==> src/rtl/sram_rw0_ctrl_if.sv <==
// Request/response bus between a client and the single-port SRAM controller.
//   rreq_valid/rreq_ready/rreq_addr            : read-request channel
//   wreq_valid/wreq_ready/wreq_addr/wreq_data  : write-request channel
//   resp_valid/resp_ready/resp_data            : read-response channel (read-issue order)
// master = client side, slave = controller side.
interface sram_rw0_ctrl_if #(
    parameter int ADDR_W = 9,
    parameter int DATA_W = 16
);
    logic              rreq_valid;
    logic              rreq_ready;
    logic [ADDR_W-1:0] rreq_addr;
    logic              wreq_valid;
    logic              wreq_ready;
    logic [ADDR_W-1:0] wreq_addr;
    logic [DATA_W-1:0] wreq_data;
    logic              resp_valid;
    logic              resp_ready;
    logic [DATA_W-1:0] resp_data;

    modport master (
        output rreq_valid, rreq_addr, wreq_valid, wreq_addr, wreq_data, resp_ready,
        input  rreq_ready, wreq_ready, resp_valid, resp_data
    );

    modport slave (
        input  rreq_valid, rreq_addr, wreq_valid, wreq_addr, wreq_data, resp_ready,
        output rreq_ready, wreq_ready, resp_valid, resp_data
    );
endinterface

==> src/rtl/sram_rw0_ctrl.sv <==
// Controller for a single-port (RW0) SRAM macro: arbitrates read and write
// requests onto the one port (one access per cycle, round-robin when both
// compete) and returns read data through a 3-entry response FIFO.
// Ports:
//   RW0_clk    : clock shared with the SRAM macro
//   reset      : synchronous, active-high
//   bus        : request/response bus (slave modport)
//   RW0_en     : SRAM port enable
//   RW0_wmode  : 1 = write access, 0 = read access
//   RW0_addr   : SRAM word address
//   RW0_wdata  : SRAM write data (0 when not writing)
//   RW0_rdata  : SRAM read data, valid the cycle after a read access
module sram_rw0_ctrl #(
    parameter int ADDR_W = 9,
    parameter int DATA_W = 16
) (
    input  logic              RW0_clk,
    input  logic              reset,
    sram_rw0_ctrl_if.slave    bus,
    output logic              RW0_en,
    output logic              RW0_wmode,
    output logic [ADDR_W-1:0] RW0_addr,
    output logic [DATA_W-1:0] RW0_wdata,
    input  logic [DATA_W-1:0] RW0_rdata
);

    localparam int FIFO_DEPTH = 3;

    logic [DATA_W-1:0] fifo_mem [FIFO_DEPTH];
    logic [1:0]        wr_ptr_reg, wr_ptr_next;
    logic [1:0]        rd_ptr_reg, rd_ptr_next;
    logic [1:0]        count_reg, count_next;
    logic              inflight_reg;
    logic              last_write_reg;   // 1: write won the last grant

    logic [2:0] occupancy;
    logic       read_elig;
    logic       read_fire;
    logic       write_fire;
    logic       push;
    logic       pop;

    // A read needs a FIFO slot reserved for its data, counting the read whose
    // data is still coming back from the SRAM.
    assign occupancy = {1'b0, count_reg} + {2'b00, inflight_reg};
    assign read_elig = (occupancy < 3'(FIFO_DEPTH));

    // Exactly one of the two readies is high whenever both requests are valid
    // and a read is possible, so a read and a write can never fire together.
    assign bus.rreq_ready = !reset && read_elig && (!bus.wreq_valid || last_write_reg);
    assign bus.wreq_ready = !reset && (!bus.rreq_valid || !read_elig || !last_write_reg);

    assign read_fire  = bus.rreq_valid && bus.rreq_ready;
    assign write_fire = bus.wreq_valid && bus.wreq_ready;

    assign RW0_en    = read_fire || write_fire;
    assign RW0_wmode = write_fire;
    assign RW0_addr  = write_fire ? bus.wreq_addr : bus.rreq_addr;
    assign RW0_wdata = write_fire ? bus.wreq_data : '0;

    // Response FIFO
    assign push           = inflight_reg;
    assign bus.resp_valid = !reset && (count_reg != 2'd0);
    assign bus.resp_data  = fifo_mem[rd_ptr_reg];
    assign pop            = bus.resp_valid && bus.resp_ready;

    always_comb begin
        wr_ptr_next = wr_ptr_reg;
        rd_ptr_next = rd_ptr_reg;
        count_next  = count_reg;
        if (push) begin
            wr_ptr_next = (wr_ptr_reg == 2'(FIFO_DEPTH - 1)) ? 2'd0 : wr_ptr_reg + 2'd1;
        end
        if (pop) begin
            rd_ptr_next = (rd_ptr_reg == 2'(FIFO_DEPTH - 1)) ? 2'd0 : rd_ptr_reg + 2'd1;
        end
        case ({push, pop})
            2'b10:   count_next = count_reg + 2'd1;
            2'b01:   count_next = count_reg - 2'd1;
            default: count_next = count_reg;
        endcase
    end

    // Data entries carry no reset: occupancy is governed by the pointers.
    generate
        for (genvar gi = 0; gi < FIFO_DEPTH; gi++) begin : g_fifo_entry
            always_ff @(posedge RW0_clk) begin
                if (push && (wr_ptr_reg == 2'(gi))) begin
                    fifo_mem[gi] <= RW0_rdata;
                end
            end
        end
    endgenerate

    always_ff @(posedge RW0_clk) begin
        if (reset) begin
            wr_ptr_reg     <= 2'd0;
            rd_ptr_reg     <= 2'd0;
            count_reg      <= 2'd0;
            inflight_reg   <= 1'b0;
            last_write_reg <= 1'b0;   // next contested grant goes to the write
        end else begin
            wr_ptr_reg   <= wr_ptr_next;
            rd_ptr_reg   <= rd_ptr_next;
            count_reg    <= count_next;
            inflight_reg <= read_fire;
            if (read_fire || write_fire) begin
                last_write_reg <= write_fire;
            end
        end
    end

endmodule

==> src/flat_wrapper.sv <==
// flat-port wrapper written by rule: the top's interface ports become plain ports
module sram_rw0_ctrl_flat 
#(
    parameter int ADDR_W = 9,
    parameter int DATA_W = 16
)
  (RW0_clk, reset, RW0_en, RW0_wmode, RW0_addr, RW0_wdata, RW0_rdata, bus_rreq_valid, bus_rreq_addr, bus_wreq_valid, bus_wreq_addr, bus_wreq_data, bus_resp_ready, bus_rreq_ready, bus_wreq_ready, bus_resp_valid, bus_resp_data);
  sram_rw0_ctrl_if #(.ADDR_W(ADDR_W), .DATA_W(DATA_W)) bus_i ();
  input  logic RW0_clk;
  input  logic reset;
  output logic RW0_en;
  output logic RW0_wmode;
  output logic [ADDR_W-1:0] RW0_addr;
  output logic [DATA_W-1:0] RW0_wdata;
  input  logic [DATA_W-1:0] RW0_rdata;
  input wire logic [$bits(bus_i.rreq_valid)-1:0] bus_rreq_valid;
  input wire logic [$bits(bus_i.rreq_addr)-1:0] bus_rreq_addr;
  input wire logic [$bits(bus_i.wreq_valid)-1:0] bus_wreq_valid;
  input wire logic [$bits(bus_i.wreq_addr)-1:0] bus_wreq_addr;
  input wire logic [$bits(bus_i.wreq_data)-1:0] bus_wreq_data;
  input wire logic [$bits(bus_i.resp_ready)-1:0] bus_resp_ready;
  output wire logic [$bits(bus_i.rreq_ready)-1:0] bus_rreq_ready;
  output wire logic [$bits(bus_i.wreq_ready)-1:0] bus_wreq_ready;
  output wire logic [$bits(bus_i.resp_valid)-1:0] bus_resp_valid;
  output wire logic [$bits(bus_i.resp_data)-1:0] bus_resp_data;
  assign bus_i.rreq_valid = bus_rreq_valid;
  assign bus_i.rreq_addr = bus_rreq_addr;
  assign bus_i.wreq_valid = bus_wreq_valid;
  assign bus_i.wreq_addr = bus_wreq_addr;
  assign bus_i.wreq_data = bus_wreq_data;
  assign bus_i.resp_ready = bus_resp_ready;
  assign bus_rreq_ready = bus_i.rreq_ready;
  assign bus_wreq_ready = bus_i.wreq_ready;
  assign bus_resp_valid = bus_i.resp_valid;
  assign bus_resp_data = bus_i.resp_data;
  sram_rw0_ctrl #(.ADDR_W(ADDR_W), .DATA_W(DATA_W)) u_core (.RW0_clk(RW0_clk), .reset(reset), .bus(bus_i), .RW0_en(RW0_en), .RW0_wmode(RW0_wmode), .RW0_addr(RW0_addr), .RW0_wdata(RW0_wdata), .RW0_rdata(RW0_rdata));
endmodule
==> config.mk <==
export PLATFORM = sky130hd
export DESIGN_NAME = sram_rw0_ctrl_flat
export DESIGN_NICKNAME = d
export VERILOG_FILES = /design/src/rtl/sram_rw0_ctrl_if.sv /design/src/rtl/sram_rw0_ctrl.sv /design/src/flat_wrapper.sv
export SDC_FILE = /design/constraint.sdc
export NUM_CORES = 1
export LEC_CHECK = 0
export ABC_AREA = 1
export BUFFER_PORTS_ARGS = -buffer_cell sky130_fd_sc_hd__buf_2
export CORE_ASPECT_RATIO = 0.5
export CORE_MARGIN = 2
export CORE_UTILIZATION = 25
export DETAILED_ROUTE_END_ITERATION = 10
export HOLD_SLACK_MARGIN = 0.12
export SYNTH_ARGS = -nofsm -noshare
export SYNTH_HDL_FRONTEND = slang
export SYNTH_SLANG_ARGS = --single-unit
==> constraint.sdc <==
create_clock -name RW0_clk -period 5.1 [get_ports RW0_clk]
set_input_delay 0.765 -clock RW0_clk [delete_from_list [all_inputs] [get_ports RW0_clk]]
set_output_delay 0.765 -clock RW0_clk [all_outputs]
set_load 0.02 [all_outputs]
### Word-level counts from Yosys, hierarchy flattened

Memories as Yosys holds them, arrays and structs flattened. A register that Yosys moved wholly into a read port is not among the register bits.
Cells that the tools add are included.

* add/sub/neg operators: 5
* order comparisons: 1
* reduce and logical (&&, ||, !) cells: 24
* mux-type cells: 19
* eq/ne operators: 5

Operators by type and width (number)
* $mux 16: 3
* $reduce_or 16->1: 2
* $mux 2: 6
* $logic_and 1x1->1: 10
* $mux 9: 1
* $mux 1: 8
* $add 2x1->2 const B: 3
* $eq 2x2->1 const B: 3
* $logic_not 1->1: 5
* $eq 2x1->1 const B: 2
* $logic_or 1x1->1: 4
* $pmux 2 s2: 1
* $reduce_bool 2->1: 2
* $add 2x1->3: 1
* $lt 3x2->1 const B: 1
* $logic_not 2->1: 1
* $sub 2x1->2 const B: 1

* input port bits: 55
* word-level logic and storage cells: 60
* register bits: 8
* output and inout port bits: 46
* bits in writable memories: 48
* memories kept: 1

Memories
* u_core.fifo_mem: depth 3, bits a word 16, rd ports 1, clocked after memory_dff 1, write ports 1, line sram_rw0_ctrl.sv:29 `logic [DATA_W-1:0] fifo_mem [FIFO_DEPTH];`

### Longest topological paths before layout

* depth after elaboration: 8
* mapped depth: 10
* gate-level depth less buffers: 10

### Least setup slack after synthesis

OpenSTA, ideal clock, no wires.

* path type: flip-flop to output port
* from: register u_core.inflight_reg
* to: output port RW0_wdata[3]
* required time: 4.335 ns
* path slack: 2.835 ns
* path buffers: 1
* cell stages (with the launch flop): 8
* arrival: 1.500 ns
* cell sequence: dfxtp_1 ha_1 ha_1 nand2_1 nand3_2 nand3_4 buf_4 nor2_1

* word-level cells in the longest chain between the ends: 8

Ends and longest elaborated chain
* start, declared: line sram_rw0_ctrl.sv:33 `logic inflight_reg;`
* start signal, assigned: line sram_rw0_ctrl.sv:106 `inflight_reg <= read_fire;`
* $add 2x1->3: line sram_rw0_ctrl.sv:45 `assign occupancy = {1'b0, count_reg} + {2'b00, inflight_reg};`
* $lt 3x2->1: line sram_rw0_ctrl.sv:46 `assign read_elig = (occupancy < 3'(FIFO_DEPTH));`
* $logic_not 1->1: line sram_rw0_ctrl.sv:51 `assign bus.wreq_ready = !reset && (!bus.rreq_valid || !read_elig || !last_write_reg);`
* $logic_or 1x1->1 (2 in a row): line sram_rw0_ctrl.sv:51
* $logic_and 1x1->1: line sram_rw0_ctrl.sv:51
* $logic_and 1x1->1: line sram_rw0_ctrl.sv:54 `assign write_fire = bus.wreq_valid && bus.wreq_ready;`
* $mux 16: line sram_rw0_ctrl.sv:59 `assign RW0_wdata = write_fire ? bus.wreq_data : '0;`
* end, declared: line flat_wrapper.sv:14 `output logic [DATA_W-1:0] RW0_wdata;`

Every way passes these cells.

### Worst setup path in the final report

* from: register u_core.inflight_reg
* to: output port RW0_wdata[8]

The elaborated chain is that of the path after synthesis.

==> run metrics <==
Tot GR Track Use 10.6%; Core Rows 25; Slew Limit Headroom 51.8%; placed insts 481; cts repair resizes 0; Yosys top cell area share 56.5%; final wirelength 5620 µm; maxcap violations 0; number of synthesized register bits 58; core area 9670 µm²; H-tree Lvls 3; Leakage 0.00163 µW; Total Power 1280 µW; Setup crit end kind primary output; run status finished, final reports clean; Peak VDD IR 0.000162 V; main combinational cell family by area after synthesis simple AND/OR/NAND/NOR gates; Clock Sinks 58; Synth top cells by count 50 x nand2_1, 48 x edfxtp_1, 38 x nor2_1; layout cells sized above 1 34.6%; Worst-path clk slew 0.05 ns; PortBufs 100; first-pass GRT wire length 8800 µm; number of DRC markers in iteration 0 75; Initial Util 26.4%; Min-Delay Path Class reg -> reg; Area growth, synth to finish 35.9%; largest net degree at the start of global routing 29; CP startpoint kind flop; # DRC 0; Period minus WS final 2.86 ns; EDFF count, synth 48; n_diodes 0; post-synthesis adder-cell area fraction 1.47%; compound-cell area share of the yosys netlist 7.50%; Fmax 350 MHz; crit path kind reg -> out; crit share post-route 56.1%; placed inst area 3160 µm²; Final ANT Viol Nets 0; total congestion overflow 0; PwrDens 371 nW/µm²; Placer Congestion 0.689; drt wl/cell 11.3 µm; Final Non-Filler Cells 496; clock root cell clkbuf_16; clock buffer count from CTS 9; Final TNS setup 0 ns; CTS Buffer Depth 2; cell taking the most area after synthesis edfxtp_1; final core utilization 35.9%; via count 2047; Yosys warnings 0; synthesized instance count 256; ys flop type edfxtp_1; clk_skew 0.00278 ns; final HPWL from detailed placement 3730 µm; number of flip-flops in the largest register 48; drt via density 4.13; area of the multi-input gates 697 µm²; hold buffer count at cts 0; Synth area leaders edfxtp_1 56%, dfxtp_1 7.8%, nand2_1 7.4%, a21oi_1 6.9%, nor2_1 5.6%; area share of xor/xnor cells in the synthesized design 0%; fin area 3470 µm²; Synth cell types 20; number of global-route vias before repair 1899; DR pass1 iterations 4; later-pin clock latency in the skew report 0.31 ns; Synth Area in Simple Gates 18.1%; FF+latch area 1640 µm²; post-synthesis mux area share 0%; Slew @ Worst Pin 0.722 ns; Post-Synthesis Net Count 314; syn_area_per_cell 9.97 µm²; sequential fraction of the synthesis area 64.3%; Fillers 979; I/O pins 101; Most flops, register u_core.fifo_mem; fin nets 415; full die area 11100 µm²; Post-CTS Setup Inserts 0; leading cell type by number of instances after synthesis nand2_1; Die Ht 75.4 µm; Chip Width 147 µm; initial antenna violation count 0; WP data arrival 2.09 ns; CP Max Fanout 28; RSZ-0062 raised after global routing false; Synth async-reset ratio 0%; CTS tree built; Slew Limit Fails 0; final hold vios 0; synthesized cell area 2550 µm²; CP required 4.34 ns; final setup fails 0
-- through the flow --
step	hold WS (ns)	setup slack (ns)
2_1_floorplan	0.438	2.84
3_3_place_gp	0.458	2.51
3_5_place_dp	0.459	2.47
4_1_cts	0.467	2.20
5_1_grt	0.491	2.00
6_report	0.462	2.24
-- layout by cell type (no fill, tap or decap), types with 2 or more instances in the layout --
| master | n |
|---|---|
| a21oi_1 | 35 |
| buf_2 | 100 |
| bufinv_16 | 2 |
| clkbuf_16 | 9 |
| clkinv_2 | 3 |
| dfxtp_1 | 10 |
| edfxtp_1 | 48 |
| ha_1 | 3 |
| inv_1 | 34 |
| inv_2 | 4 |
| nand2_1 | 50 |
| nand3_1 | 5 |
| nand4_1 | 10 |
| nor2_1 | 38 |
| o21ai_0 | 2 |
-- critical path: stages, from the launching register on --
cell	delay [ns]
dfxtp_1	0.34
ha_1	0.21
ha_1	0.27
nand2_1	0.08
nand3_2	0.20
nand3_4	0.30
nor2_1	0.20
buf_2	0.19
-- path summary, 6_finish.rpt --
path                   startpoint                     to  slack, ns  depth (start not counted)
max           u_core.inflight_reg           RW0_wdata[8]       2.24                          7
min          u_core.wr_ptr_reg[1]   u_core.wr_ptr_reg[1]       0.46                          2
max reg2reg   u_core.inflight_reg  u_core.last_write_reg       3.44                          6
min reg2reg  u_core.wr_ptr_reg[1]   u_core.wr_ptr_reg[1]       0.46                          2
-- report_power, final --
group	total (µW)	leakage [µW]	switching, µW	internal [µW]
Clock	607	0.000151	186	421
Combinational	142	0.000963	90.9	51.2
Sequential	536	0.000517	8.41	527
-- metal layers --
metal	global-route usage [%]	up-vias	share of wire [%]
li1	-	1051	-
met2	19.1	75	47
met1	12.0	915	46
met3	3.29	6	5.5
met5	0	-	0
met4	4.53	0	1.2
-- area by class of cell --
class	instances	area share, %
flip-flops and latches	58	47.4
multi-input cells	149	20.1
repair buffers	101	14.7
clock buffers	9	6.50
well taps	135	4.87
inverters	38	4.12
clock inverters	6	2.38
-- cells by family after synthesis --
group	count (synthesis)
simple gates	108
flops	58
buf+inv	49
compound gates	38
fa+ha+maj	3
No activity file was read; power rests on OpenSTA's default activity.
